`src/rtl/cpu_types_pkg.sv`:
```
// Shared CPU memory-system types: RAM port status and arbiter grant states.
package cpu_types_pkg;

  typedef enum logic [1:0] {
    FREE   = 2'd0,
    BUSY   = 2'd1,
    ACCESS = 2'd2,
    ERROR  = 2'd3
  } ramstate_t;

  typedef enum logic [1:0] {
    IDLE = 2'd0,
    IGNT = 2'd1,
    DGNT = 2'd2
  } arb_state_t;

  localparam int WORD_W_DEF     = 32;
  localparam int STARVE_MAX_DEF = 4;

endpackage

```
`src/rtl/mem_arbiter_if.sv`:
```
// Cache-pair and RAM-port signal bundle around mem_arbiter.
// slave = arbiter view, master = caches + RAM model view.
interface mem_arbiter_if
  import cpu_types_pkg::*;
#(
  parameter int WORD_W = WORD_W_DEF
) ();

  logic              iREN;
  logic [WORD_W-1:0] iaddr;
  logic              dREN;
  logic              dWEN;
  logic [WORD_W-1:0] daddr;
  logic [WORD_W-1:0] dstore;
  logic              iwait;
  logic              dwait;
  logic [WORD_W-1:0] iload;
  logic [WORD_W-1:0] dload;
  logic              ramREN;
  logic              ramWEN;
  logic [WORD_W-1:0] ramaddr;
  logic [WORD_W-1:0] ramstore;
  logic [WORD_W-1:0] ramload;
  ramstate_t         ramstate;

  modport slave (
    input  iREN, iaddr, dREN, dWEN, daddr, dstore, ramload, ramstate,
    output iwait, dwait, iload, dload, ramREN, ramWEN, ramaddr, ramstore
  );

  modport master (
    output iREN, iaddr, dREN, dWEN, daddr, dstore, ramload, ramstate,
    input  iwait, dwait, iload, dload, ramREN, ramWEN, ramaddr, ramstore
  );

endinterface

```
`src/rtl/mem_arbiter.sv`:
```
// Shares the single RAM port between icache and dcache, dcache first.
// Define MEM_ARB_FAIR_EN to bound icache starvation to STARVE_MAX dcache grants.
//
// state | meaning
// IDLE  | no grant, RAM port quiet
// IGNT  | icache owns the RAM port
// DGNT  | dcache owns the RAM port
module mem_arbiter
  import cpu_types_pkg::*;
#(
  parameter int WORD_W     = WORD_W_DEF,
  parameter int STARVE_MAX = STARVE_MAX_DEF
) (
  input  logic          CLK,
  input  logic          nRST,
  mem_arbiter_if.slave  bus
);

  if (STARVE_MAX < 1 || STARVE_MAX > 15) begin : g_bad_starve
    $error("mem_arbiter: STARVE_MAX must be 1..15");
  end

  arb_state_t state_q, state_d, arb_pick;
  logic       dreq, acc, icomp, dcomp, force_i;

  assign dreq  = bus.dREN | bus.dWEN;
  assign acc   = (bus.ramstate == ACCESS);
  assign icomp = (state_q == IGNT) && bus.iREN && acc;
  assign dcomp = (state_q == DGNT) && dreq && acc;

`ifdef MEM_ARB_FAIR_EN
  localparam logic [3:0] STARVE_LIM = 4'(STARVE_MAX);

  logic [3:0] starve_q, starve_d;

  // Counter is zero while icache owns the port; it can only grow in DGNT.
  always_comb begin
    starve_d = starve_q;
    if (state_q == IGNT)
      starve_d = 4'd0;
    else if (dcomp && bus.iREN && (starve_q != 4'hF))
      starve_d = starve_q + 4'd1;
  end

  assign force_i = bus.iREN && (starve_d == STARVE_LIM);

  always_ff @(posedge CLK or negedge nRST) begin
    if (!nRST) starve_q <= 4'd0;
    else       starve_q <= starve_d;
  end
`else
  assign force_i = 1'b0;
`endif

  always_comb begin
    arb_pick = IDLE;
    if (force_i)       arb_pick = IGNT;
    else if (dreq)     arb_pick = DGNT;
    else if (bus.iREN) arb_pick = IGNT;
  end

  always_ff @(posedge CLK or negedge nRST) begin
    if (!nRST) state_q <= IDLE;
    else       state_q <= state_d;
  end

  // Re-arbitrate on completion or when the owner withdraws; no IDLE bubble.
  always_comb begin
    state_d = state_q;
    case (state_q)
      IDLE:    state_d = arb_pick;
      IGNT:    if (!bus.iREN || icomp) state_d = arb_pick;
      DGNT:    if (!dreq || dcomp)     state_d = arb_pick;
      default: state_d = IDLE;
    endcase
  end

  always_comb begin
    bus.ramREN   = 1'b0;
    bus.ramWEN   = 1'b0;
    bus.ramaddr  = '0;
    bus.ramstore = '0;
    bus.iload    = '0;
    bus.dload    = '0;
    bus.iwait    = ~icomp;
    bus.dwait    = ~dcomp;
    case (state_q)
      IGNT: begin
        bus.ramREN  = bus.iREN;
        bus.ramaddr = bus.iaddr;
        bus.iload   = bus.ramload;
      end
      DGNT: begin
        bus.ramWEN   = bus.dWEN;
        bus.ramREN   = bus.dREN & ~bus.dWEN;
        bus.ramaddr  = bus.daddr;
        bus.ramstore = bus.dstore;
        bus.dload    = bus.ramload;
      end
      default: ;
    endcase
  end

endmodule
```
`src/flat_wrapper.sv`:
```
// flat-port wrapper written by rule: the top's interface ports become plain ports
module mem_arbiter_flat import cpu_types_pkg::*;
#(
  parameter int WORD_W     = WORD_W_DEF,
  parameter int STARVE_MAX = STARVE_MAX_DEF
)
  (CLK, nRST, bus_iREN, bus_iaddr, bus_dREN, bus_dWEN, bus_daddr, bus_dstore, bus_ramload, bus_ramstate, bus_iwait, bus_dwait, bus_iload, bus_dload, bus_ramREN, bus_ramWEN, bus_ramaddr, bus_ramstore);
  mem_arbiter_if #(.WORD_W(WORD_W)) bus_i ();
  input  logic CLK;
  input  logic nRST;
  input wire logic [$bits(bus_i.iREN)-1:0] bus_iREN;
  input wire logic [$bits(bus_i.iaddr)-1:0] bus_iaddr;
  input wire logic [$bits(bus_i.dREN)-1:0] bus_dREN;
  input wire logic [$bits(bus_i.dWEN)-1:0] bus_dWEN;
  input wire logic [$bits(bus_i.daddr)-1:0] bus_daddr;
  input wire logic [$bits(bus_i.dstore)-1:0] bus_dstore;
  input wire logic [$bits(bus_i.ramload)-1:0] bus_ramload;
  input wire logic [$bits(bus_i.ramstate)-1:0] bus_ramstate;
  output wire logic [$bits(bus_i.iwait)-1:0] bus_iwait;
  output wire logic [$bits(bus_i.dwait)-1:0] bus_dwait;
  output wire logic [$bits(bus_i.iload)-1:0] bus_iload;
  output wire logic [$bits(bus_i.dload)-1:0] bus_dload;
  output wire logic [$bits(bus_i.ramREN)-1:0] bus_ramREN;
  output wire logic [$bits(bus_i.ramWEN)-1:0] bus_ramWEN;
  output wire logic [$bits(bus_i.ramaddr)-1:0] bus_ramaddr;
  output wire logic [$bits(bus_i.ramstore)-1:0] bus_ramstore;
  assign bus_i.iREN = bus_iREN;
  assign bus_i.iaddr = bus_iaddr;
  assign bus_i.dREN = bus_dREN;
  assign bus_i.dWEN = bus_dWEN;
  assign bus_i.daddr = bus_daddr;
  assign bus_i.dstore = bus_dstore;
  assign bus_i.ramload = bus_ramload;
  assign bus_i.ramstate = bus_ramstate;
  assign bus_iwait = bus_i.iwait;
  assign bus_dwait = bus_i.dwait;
  assign bus_iload = bus_i.iload;
  assign bus_dload = bus_i.dload;
  assign bus_ramREN = bus_i.ramREN;
  assign bus_ramWEN = bus_i.ramWEN;
  assign bus_ramaddr = bus_i.ramaddr;
  assign bus_ramstore = bus_i.ramstore;
  mem_arbiter #(.WORD_W(WORD_W), .STARVE_MAX(STARVE_MAX)) u_core (.CLK(CLK), .nRST(nRST), .bus(bus_i));
endmodule
```
`config.mk`:
```
export PLATFORM = sky130hd
export DESIGN_NAME = mem_arbiter_flat
export DESIGN_NICKNAME = d
export VERILOG_FILES = /design/src/rtl/cpu_types_pkg.sv /design/src/rtl/mem_arbiter_if.sv /design/src/rtl/mem_arbiter.sv /design/src/flat_wrapper.sv
export SDC_FILE = /design/constraint.sdc
export NUM_CORES = 1
export LEC_CHECK = 0
export CAP_MARGIN = 15
export CORE_AREA = 2 2 102 104
export DETAILED_ROUTE_END_ITERATION = 6
export DIE_AREA = 0 0 104 106
export GPL_TIMING_DRIVEN = 0
export PLACE_DENSITY = 0.74
export SLEW_MARGIN = 20
export SYNTH_ARGS = -nofsm -noshare
export SYNTH_HDL_FRONTEND = slang
export SYNTH_SLANG_ARGS = --single-unit
export TNS_END_PERCENT = 100
```
`constraint.sdc`:
```
create_clock -name CLK -period 1.5 [get_ports CLK]
set_input_delay 0.3 -clock CLK [delete_from_list [all_inputs] [get_ports CLK]]
set_output_delay 0.3 -clock CLK [all_outputs]
set_load 0.1 [all_outputs]
```
Word level (Yosys, flattened, before mapping). Cells that the tools add are included.

Output and inout bits: 132. Logic and storage cells: 32. Bits in read-only memories: 0. Bits in registers: 2. Memories kept: 0. Latch bits: 0. Memory bits (writable): 0.

Div/mod/pow operators: 0. Multiply operators: 0. Mux-type cells: 11. Reductions and logical operators: 10. Bitwise logic cells: 5. Equal/unequal tests: 5. Add/subtract/negate cells: 0. $lt $le $gt $ge: 0. Shift operators: 0.

Operator list (count): 32-bit 2-to-1 mux (3); 32-bit one-hot mux with 2 select lines (1); 2-bit 2-to-1 mux (3); 2-bit one-hot mux with 3 select lines (1); 2-bit == test (second input constant) (2); 1-bit logical AND (4); 2-bit != test (second input constant) (2); 1-bit NOT (3); 2-bit by 1-bit == test with 1-bit output (second input constant) (1); 1-bit logical NOT (2); 2-bit logical NOT (1); 1-bit logical OR (2); 1-bit 2-to-1 mux (2); 1-bit one-hot mux with 2 select lines (1); 2-bit AND reduction (1); 1-bit bitwise AND (1); 1-bit OR (1).

Longest topological paths before layout. Gate-level depths: netlist of the first run.

Word-level depth: 6. Gate-level depth with buffers: 7. Gate-level depth less buffers: 5.

Least setup slack after synthesis of the first run. OpenSTA, ideal clock, no wires.

Kind: flip-flop to output port. From: register u_core.state_q[0]. To: output port bus_ramREN. Buffers on the path: 2. Stages on the path, launching flop included: 7. Path slack: -1.201 ns. Arrival: 2.401 ns. Cell sequence: dfrtp_1 > inv_1 > ha_1 > buf_6 > buf_8 > nand3b_1 > a21oi_1.

Word-level cells in the longest chain between the ends: 2.

RTL lines: start: declaration (line mem_arbiter.sv:23) `arb_state_t state_q, state_d, arb_pick;`; start signal: assignment (line mem_arbiter.sv:64) `else state_q <= state_d;`; 2-bit == test / 2-bit by 1-bit == test with 1-bit output (equally long branches) (line mem_arbiter.sv:87) `case (state_q)`; 1-bit one-hot mux with 2 select lines * (line mem_arbiter.sv:87); end: declaration (line flat_wrapper.sv:23) `output wire logic [$bits(bus_i.ramREN)-1:0] bus_ramREN;`.

Every way passes the cells marked *; elsewhere a longest branch is shown, timed or not.

Final worst setup path of the first run.
From: register u_core.state_q[1]. To: output port bus_ramaddr[23].

Word-level cells in the longest chain between the ends: 2.

RTL lines: 2-bit == test / 2-bit by 1-bit == test with 1-bit output (equally long branches) (line mem_arbiter.sv:87); 32-bit one-hot mux with 2 select lines * (line mem_arbiter.sv:87); end: declaration (line flat_wrapper.sv:25) `output wire logic [$bits(bus_i.ramaddr)-1:0] bus_ramaddr;`.

Marks and branches as above.

==> out/qor.txt, run 1 <==
max FFs per register: 2
Peak VDD IR: 0.001210 V
sequential area share after synthesis: 3.828%
fin crit period: 1.964 ns
largest register by flop count: u_core.state_q
GRT Util Overall: 20.02%
status: finished with violations
Post-Syn Area: 0.001308 mm²
relative slew slack: 82.34%
worst skew pair latency: 0.21 ns
Overflow after GRT: 0
worst-path maximum fanout: 7
pins over their slew limit: 0
Max stage delay on crit path: 0.42 ns
Clk pin slew, worst setup/hold paths: 0.03 ns
number of synthesized flops with an enable pin: 0
fin crit share: 130.9%
largest registers: u_core.state_q (2)
CTS root buffer: clkbuf_8
area grow syn2layout: 410.2%
crit path DAT: 1.66 ns
Ports: 267
top cells by area, synth: and2_1, a22oi_1, nor2_1
Routed Antenna Nets: 0
Tot Pwr: 14.61 mW
Cells after Synth: 205
post-synth net total: 343
cell mode on critical path: buf_12
Post-synth ARST share: 100.0%
layout cells sized above 1: 70.18%
routed len/inst: 18.49 µm
CP endpoint kind: primary output
# port buffers: 266
worst slew pin tran: 0.2612 ns
vias in the first global route: 2,973
first-pass GRT wire length: 17.36 mm
yosys warns: 0
top post-synthesis cells by count: and2_1, nor2_1, a22oi_1
CTS sink cnt: 2
Fin. Hold Viols: 0
worst setup path category: flop to primary output
CTS tree: built
CP max stage cell: dfrtp_2
f_max: 0.5092 GHz
CP Cell Sequence: ha_4 > buf_6 > buf_12 > buf_8 > a22oi_2 > nor2_4 > buf_12
placed cell areas: 0.004841 mm²
CTS Buffer Depth: 2
Core Area: 0.01000 mm²
Routed WL: 11.63 mm
syn_area_per_cell: 6.378 µm²
CP bufs+invs: 4
pwr dens: 2189 mW/mm²
hold_buf cts: 0
final instance area: 0.006671 mm²
initial drt markers: 64
DP HPWL: 7.818 mm
Ant. Diodes: 0
Seq cells post-synth: 2
hold_ws: 0.2511 ns
maxcap violations: 0
Netlist cell types: 26
# DRC: 0
top cell type by total area after synthesis: and2_1
H-tree Lvls: 1
antenna violations before repair: 0
Setup Viol. Count Final: 134
Die Ht: 106 µm
WP data required: 1.20 ns
largest net degree at the start of global routing: 11
smallest setup slack after layout: -0.4638 ns
Nets: 633
top_reg_cell synth: dfrtp_1
starting density of the core: 13.08%
CTS Buf Count: 3
RSZ-0062 raised after global routing: yes
leakage power: 2.667 nW
First-pass DRT Iterations: 4
clk_skew: 0.0005583 ns
Die Wd: 104 µm
Startpoint Class: flop
Core Rows: 37
CP delay by family, top: buffers and inverters
via count: 2,676
HP Class: input pin to asynchronous set/reset pin
top-count cell post-synth: and2_1
Vias per Instance: 4.254
top cell type's share of synthesized area: 46.41%
routability cong.: 0.8814
full die area: 0.01102 mm²
failing checks: setup timing
==> logic make-up (layout without fill, tap and decap cells) <==
family	after synthesis	after routing	synth area share, %
AO/OA/AOI/OAI	38	38	22.87
adder cells (fa/ha/maj)	3	3	2.871
buffers and inverters	24	312	10.91
flip-flops	2	2	3.828
AND/OR/NAND/NOR	138	138	59.52
==> path summary, 6_finish.rpt <==
kind | to | slack (ns) | from | cells after the start
worst max-delay path | bus_ramaddr[23] | -0.46 | u_core.state_q[1]$_DFFE_PN0P_ | 7
worst min-delay path | u_core.state_q[1]$_DFFE_PN0P_ | 0.25 | nRST | 1
worst max register to register | u_core.state_q[0]$_DFFE_PN0P_ | -0.07 | u_core.state_q[1]$_DFFE_PN0P_ | 7
worst min register to register | u_core.state_q[1]$_DFFE_PN0P_ | 0.69 | u_core.state_q[1]$_DFFE_PN0P_ | 2
max in group asynchronous | u_core.state_q[1]$_DFFE_PN0P_ | 1.12 | nRST | 1
min in group CLK | u_core.state_q[1]$_DFFE_PN0P_ | 0.69 | u_core.state_q[1]$_DFFE_PN0P_ | 2
==> per-stage QoR <==
stage / setup TNS, ns / utilization, % / setup slack [ns] / std cells
2_1_floorplan: -21.83 / - / -0.3579 / 205
3_3_place_gp: -155.33 / 48.41 / -1.299 / 607
3_5_place_dp: -158.88 / 48.41 / -1.334 / 607
4_1_cts: -45.94 / 64.95 / -0.4557 / 625
5_1_grt: -55.22 / 66.72 / -0.5207 / 629
6_report: -47.31 / 66.72 / -0.4638 / 629
==> layout make-up <==
type | instances | area, µm²
plain buffers | 21 | 400.4
well taps | 136 | 170.2
fillers | 740 | 3328
repair buffers | 286 | 4209
inverters | 2 | 7.507
clock buffers | 3 | 41.29
multi-input cells | 179 | 1792
flip-flops and latches | 2 | 51.30
==> layer usage <==
metal | global-route usage (%) | share of wire, % | vias up
met4 | 4.730 | 1.6 | 0
met1 | 18.97 | 32 | 1263
met3 | 5.395 | 6.9 | 12
met2 | 41.96 | 59 | 146
li1 | - | - | 1255
met5 | 0 | 0 | -
==> what timing repair did <==
action	in CTS	in global routing
cloned	8	3
pin swaps	54	20
buffers inserted	8	2
gates resized for setup	1216	35
endpoints found under the setup margin	132	134
==> cells in the final DEF (no fill, tap or decap), types with 2 or more instances in the layout <==
cell type,count
buf_12,131
and2_4,97
clkdlybuf4s50_1,134
buf_4,10
buf_6,4
clkbuf_16,10
or2_4,2
a22oi_2,31
buf_8,11
inv_2,2
nor2_4,32
clkbuf_8,9
ha_4,2
==> report_power, final <==
| part | switching [mW] | internal [mW] | total [mW] |
|---|---|---|---|
| logic | 8.61 | 5.69 | 14.3 |
| clock network | 0.0422 | 0.170 | 0.212 |
| registers | 0.0220 | 0.0731 | 0.0951 |
| total | 8.68 | 5.93 | 14.6 |
No activity file was read; power rests on OpenSTA's default activity.
==> inputs of run 2 (changes only) <==
SLEW_MARGIN = default   (was 20)
==> results of run 2 <==
The final DEF is identical to that of run 1; final timing and power are the same.
